===== src/rtl/xor_burst_acc_pkg.sv =====
// Shared definitions for the XOR/sum burst accumulator: FSM state type,
// default widths and small state-decode helpers.
package xor_burst_acc_pkg;

   typedef enum logic [1:0] {
      IDLE = 2'b00,
      ACC  = 2'b01,
      DONE = 2'b10
   } state_t;

   localparam int DEFAULT_NBITS = 8;
   localparam int DEFAULT_LBITS = 8;

   function automatic logic isBusy(input state_t s);
      return s != IDLE;
   endfunction

   function automatic logic takesWords(input state_t s);
      return s == ACC;
   endfunction

   function automatic logic hasResult(input state_t s);
      return s == DONE;
   endfunction

endpackage


===== src/rtl/xor_burst_acc_if.sv =====
// Burst control, data-in and result handshake bundle for xor_burst_acc.
// The master side issues bursts and words; the slave side is the accumulator.
interface xor_burst_acc_if #(
   parameter int NBITS = 8,
   parameter int LBITS = 8
);
   logic             start;
   logic [LBITS-1:0] len;
   logic [NBITS-1:0] xin;
   logic             xin_valid;
   logic             xin_ready;
   logic [NBITS-1:0] xacc;
   logic [NBITS-1:0] sacc;
   logic             res_valid;
   logic             res_ready;
   logic             busy;

   modport master (
      output start, len, xin, xin_valid, res_ready,
      input  xin_ready, xacc, sacc, res_valid, busy
   );

   modport slave (
      input  start, len, xin, xin_valid, res_ready,
      output xin_ready, xacc, sacc, res_valid, busy
   );
endinterface


===== src/rtl/xor_burst_acc.sv =====
// Accumulates a burst of LEN words into an XOR-fold and a modular sum,
// then holds both until the consumer takes the result.
module xor_burst_acc
   import xor_burst_acc_pkg::*;
#(
   parameter int NBITS = DEFAULT_NBITS,
   parameter int LBITS = DEFAULT_LBITS
) (
   input  logic           clk,
   input  logic           rst_n,
   xor_burst_acc_if.slave bus
);

   state_t           r_state;
   state_t           w_nextState;
   logic [LBITS-1:0] r_count;
   logic [NBITS-1:0] r_xacc;
   logic [NBITS-1:0] r_sacc;
   logic             w_accept;
   logic             w_lastWord;

   assign w_accept   = takesWords(r_state) && bus.xin_valid;
   assign w_lastWord = (r_count == LBITS'(1));

   always_ff @(posedge clk or negedge rst_n) begin
      if (!rst_n) begin
         r_state <= IDLE;
      end else begin
         r_state <= w_nextState;
      end
   end

   // A zero-length burst skips ACC and presents the cleared result at once.
   always_comb begin
      w_nextState = r_state;
      case (r_state)
         IDLE: begin
            if (bus.start) begin
               w_nextState = (bus.len == '0) ? DONE : ACC;
            end
         end
         ACC: begin
            if (w_accept && w_lastWord) begin
               w_nextState = DONE;
            end
         end
         DONE: begin
            if (bus.res_ready) begin
               w_nextState = IDLE;
            end
         end
         default: w_nextState = IDLE;
      endcase
   end

   // Accumulators are only cleared by a new START, so the last result
   // remains visible after the handshake returns the block to IDLE.
   always_ff @(posedge clk or negedge rst_n) begin
      if (!rst_n) begin
         r_count <= '0;
         r_xacc  <= '0;
         r_sacc  <= '0;
      end else begin
         case (r_state)
            IDLE: begin
               if (bus.start) begin
                  r_count <= bus.len;
                  r_xacc  <= '0;
                  r_sacc  <= '0;
               end
            end
            ACC: begin
               if (w_accept) begin
                  r_count <= r_count - LBITS'(1);
                  r_xacc  <= r_xacc ^ bus.xin;
                  r_sacc  <= r_sacc + bus.xin;
               end
            end
            default: begin
            end
         endcase
      end
   end

   assign bus.xin_ready = takesWords(r_state);
   assign bus.res_valid = hasResult(r_state);
   assign bus.busy      = isBusy(r_state);
   assign bus.xacc      = r_xacc;
   assign bus.sacc      = r_sacc;

endmodule


===== src/flat_wrapper.sv =====
// flat-port wrapper written by rule: the top's interface ports become plain ports
module xor_burst_acc_flat import xor_burst_acc_pkg::*;
#(
   parameter int NBITS = DEFAULT_NBITS,
   parameter int LBITS = DEFAULT_LBITS
)
  (clk, rst_n, bus_start, bus_len, bus_xin, bus_xin_valid, bus_res_ready, bus_xin_ready, bus_xacc, bus_sacc, bus_res_valid, bus_busy);
  xor_burst_acc_if #(.NBITS(NBITS), .LBITS(LBITS)) bus_i ();
  input  logic clk;
  input  logic rst_n;
  input wire logic [$bits(bus_i.start)-1:0] bus_start;
  input wire logic [$bits(bus_i.len)-1:0] bus_len;
  input wire logic [$bits(bus_i.xin)-1:0] bus_xin;
  input wire logic [$bits(bus_i.xin_valid)-1:0] bus_xin_valid;
  input wire logic [$bits(bus_i.res_ready)-1:0] bus_res_ready;
  output wire logic [$bits(bus_i.xin_ready)-1:0] bus_xin_ready;
  output wire logic [$bits(bus_i.xacc)-1:0] bus_xacc;
  output wire logic [$bits(bus_i.sacc)-1:0] bus_sacc;
  output wire logic [$bits(bus_i.res_valid)-1:0] bus_res_valid;
  output wire logic [$bits(bus_i.busy)-1:0] bus_busy;
  assign bus_i.start = bus_start;
  assign bus_i.len = bus_len;
  assign bus_i.xin = bus_xin;
  assign bus_i.xin_valid = bus_xin_valid;
  assign bus_i.res_ready = bus_res_ready;
  assign bus_xin_ready = bus_i.xin_ready;
  assign bus_xacc = bus_i.xacc;
  assign bus_sacc = bus_i.sacc;
  assign bus_res_valid = bus_i.res_valid;
  assign bus_busy = bus_i.busy;
  xor_burst_acc #(.NBITS(NBITS), .LBITS(LBITS)) u_core (.clk(clk), .rst_n(rst_n), .bus(bus_i));
endmodule

===== config.mk =====
export PLATFORM = sky130hd
export DESIGN_NAME = xor_burst_acc_flat
export DESIGN_NICKNAME = d
export VERILOG_FILES = /design/src/rtl/xor_burst_acc_pkg.sv /design/src/rtl/xor_burst_acc_if.sv /design/src/rtl/xor_burst_acc.sv /design/src/flat_wrapper.sv
export SDC_FILE = /design/constraint.sdc
export NUM_CORES = 1
export LEC_CHECK = 0
export BUFFER_PORTS_ARGS = -buffer_cell sky130_fd_sc_hd__buf_4
export CAP_MARGIN = 20
export CORE_AREA = 5 5 79 81
export CTS_CLUSTER_SIZE = 8
export DETAILED_ROUTE_END_ITERATION = 10
export DIE_AREA = 0 0 84 86
export GPL_ROUTABILITY_DRIVEN = 0
export PLACE_DENSITY = 0.49
export SLEW_MARGIN = 15
export SYNTH_ARGS = -nofsm -noshare
export SYNTH_HDL_FRONTEND = slang
export SYNTH_SLANG_ARGS = --single-unit

===== constraint.sdc =====
create_clock -name clk -period 2 [get_ports clk]
set_clock_uncertainty 0.2 [all_clocks]
set_input_delay 0.3 -clock clk [delete_from_list [all_inputs] [get_ports clk]]
set_output_delay 0.3 -clock clk [all_outputs]
set_load 0.05 [all_outputs]

==> results.sh <==
export IMPL_status="complete, no violations"
export IMPL_synth_warnings=0
export IMPL_max_freq_mhz=502
export IMPL_final_cells=297
export IMPL_worst_setup_path_type="flip-flop to flip-flop"
export IMPL_area_growth_pct=35.9
export IMPL_die_area_um2=7220
export IMPL_ys_flop_type="dfrtp_1"
export IMPL_grt_start_max_net_pins=27
export IMPL_vias_per_cell=4.61
export IMPL_io_pins=40
export IMPL_design_core_area_um2=5410
export IMPL_power_leakage_nw=0.990
export IMPL_reg2reg_slack_ns=0.006
export IMPL_dp_hpwl_mm=3.00
export IMPL_rsz0062_at_grt="yes"
export IMPL_drt_total_wl_mm=3.85
export IMPL_htree_num_levels=1
export IMPL_irDropWorstVdd_mv=0.869
export IMPL_clk_latency_ns=0.27
export IMPL_topRoutingLayerUsed="met4"
export IMPL_synth_cell_types=37
export IMPL_multi_input_area_um2=946
export IMPL_worstMarginPinSlew_ns=0.589
export IMPL_met2WireLength_mm=1.83
export IMPL_grt_overflow=0
export IMPL_synth_seq_cells=26
export IMPL_min_period_over_period_pct=99.7
export IMPL_numCtsBuffers=3
export IMPL_maxCapViolCount=0
export IMPL_powerDensity_nw_per_um2=1630
export IMPL_clock_sinks=26
export IMPL_avgSynthCellArea_um2=8.96
export IMPL_antenna_found_initial=0
export IMPL_max_slew_margin_pct=60.7
export IMPL_synth_area_um2=1590
export IMPL_route_detailed_drc=0
export IMPL_worstHoldPathType="input port to flip-flop"
export IMPL_vias=1370
export IMPL_post_route_min_period_ns=1.99
export IMPL_drive_gt1_share_pct=31.6
export IMPL_antennaDiodeCount=0
export IMPL_ys_seq_area_share_pct=41.0
export IMPL_dr_wl_met3_um=115
export IMPL_clk_pin_slew_ns=0.09
export IMPL_synth_nets=208
export IMPL_cp_end_kind="flip-flop"
export IMPL_netlist_instances=177
export IMPL_initial_core_util_pct=29.4
export IMPL_cts_root_buf="clkbuf_8"
export IMPL_cts_buffer_depth=2
export IMPL_synth_edf_count=0
export IMPL_worstPathArrival_ns=2.00
export IMPL_drt_iter0_drc=52
export IMPL_grt_pass1_wl_mm=6.58
export IMPL_wl_met1_mm=1.83
export IMPL_grt_pass1_vias=1404
export IMPL_fin_total_pwr_w=0.00352
export IMPL_die_height_um=86
export IMPL_dp_cells=291
export IMPL_first_pass_iters=4
export IMPL_tritoncts="done"
export IMPL_report_final_slew_viol_count=0
export IMPL_async_flop_share_pct=100
export IMPL_n_fill_cell=591
export IMPL_hold_viol=0
export IMPL_seq_area_um2=657
export IMPL_wire_per_inst_um=13.0
export IMPL_drtAntennaViolNets=0
export IMPL_fp_dieW_um=84
export IMPL_port_buffers=39
export IMPL_grt_use_total_pct=11.3
export IMPL_setup_violations=0
export IMPL_critPathLaunchType="flip-flop"
export IMPL_num_rows=27
export IMPL_cp_required_ns=2.01
export IMPL_fin_nets=257
export IMPL_crit_fanout=3
[repair_timing]
action | 4_1_cts | 5_1_grt
hold buffers | 1 | 0
setup endpoints to repair | 1 | 2
resized for setup | 0 | 4
setup buffers | 1 | 0
endpoints found under the hold margin | 26 | 0
pin swaps | 0 | 3
[logic make-up after synthesis]
group	synth area share (%)
DFF	41.0
buffers and inverters	4.49
xor gates and xnor gates	7.18
AOI/OAI and AO/OA	21.6
adders and majority gates	8.36
and+or+nand+nor	17.4
[critical path, cell delays in order (launching register included)]
cell	delay (ns)
dfrtp_2	0.45
ha_4	0.22
a211o_1	0.30
a2111oi_4	0.33
or3_4	0.19
a31oi_2	0.08
o21ai_1	0.15
[cell type report]
| class | count | share of cell area [%] |
|---|---|---|
| clock buffer | 4 | 2.55 |
| inverter | 8 | 1.39 |
| multi-input combinational | 137 | 43.9 |
| sequential | 26 | 30.5 |
| tap | 72 | 4.18 |
| timing repair buffer | 50 | 17.5 |
[power breakdown]
group / internal, W / switching [W]
combinational: 0.000836 / 0.00134
sequential: 0.000768 / 0.000229
clock: 0.000176 / 0.000170
[Yosys cell counts, drive strengths merged (2+ instances only)]
master	instances	area share, %
ha	9	7.1
nand2b	2	0.79
a21oi	12	3.8
nor3	6	1.9
inv	8	1.9
or3	2	0.79
buf	2	1.0
xor2	11	6.1
nor4	2	0.79
dfrtp	26	41
clkbuf	4	1.6
nand2	25	5.9
a21o	3	1.4
a211o	2	1.1
nor2	25	5.9
o21bai	2	0.95
xnor2	2	1.1
o21ai	12	3.8
o31ai	2	0.95
a31oi	4	1.6
o22a	3	1.7
[cell usage in the layout (no fill, tap or decap), types with 2 or more instances in the layout]
master     n
buf_4     49
o31ai_1    2
nor4_1     2
nand2b_1   2
a31oi_1    3
xnor2_1    2
ha_1       4
xor2_1    11
nand2_1   25
a211o_1    2
nor3_1     6
clkbuf_8   4
inv_1      8
dfrtp_2    5
ha_4       5
o22a_1     3
o21bai_1   2
dfrtp_1   21
a21o_1     3
nor2_1    25
o21ai_0   10
a21oi_1   11
[state kept, by name, summed over array words and instances, names as in the netlist]
signal	cells
u_core.r_count	8
u_core.r_state	2
u_core.bus.sacc	8
u_core.bus.xacc	8
[layer usage]
layer | vias up | GRT usage [%]
li1 | 709 | -
met1 | 635 | 14.6
met2 | 19 | 18.7
met3 | 7 | 1.73
met4 | 0 | 4.82
met5 | - | 0
[stage by stage]
stage	TNS, ns	utilization [%]	instance area (µm²)	worst slack [ns]	hold WS [ns]
2_1_floorplan	-0.117	-	1660	-0.0749	-0.196
3_3_place_gp	0	38.3	2070	0.0145	0.0449
3_5_place_dp	-0.0000749	38.3	2070	-0.0000749	0.0445
4_1_cts	0	39.6	2140	0.000526	0.0763
5_1_grt	-0.151	39.9	2160	-0.125	0.0913
6_report	0	39.9	2160	0.00635	0.0807
[path summary, 6_finish.rpt]
check,startpoint,endpoint,cells after the start
min reg2reg,u_core.r_state[1],u_core.r_state[0],1
max in group asynchronous,rst_n,u_core.bus.sacc[1],2
max,u_core.bus.sacc[1],u_core.bus.sacc[7],6
min,bus_start,u_core.r_state[0],3
max reg2reg,u_core.bus.sacc[1],u_core.bus.sacc[7],6
min in group asynchronous,rst_n,u_core.r_count[7],2
Power figures use the tool's default switching activity.
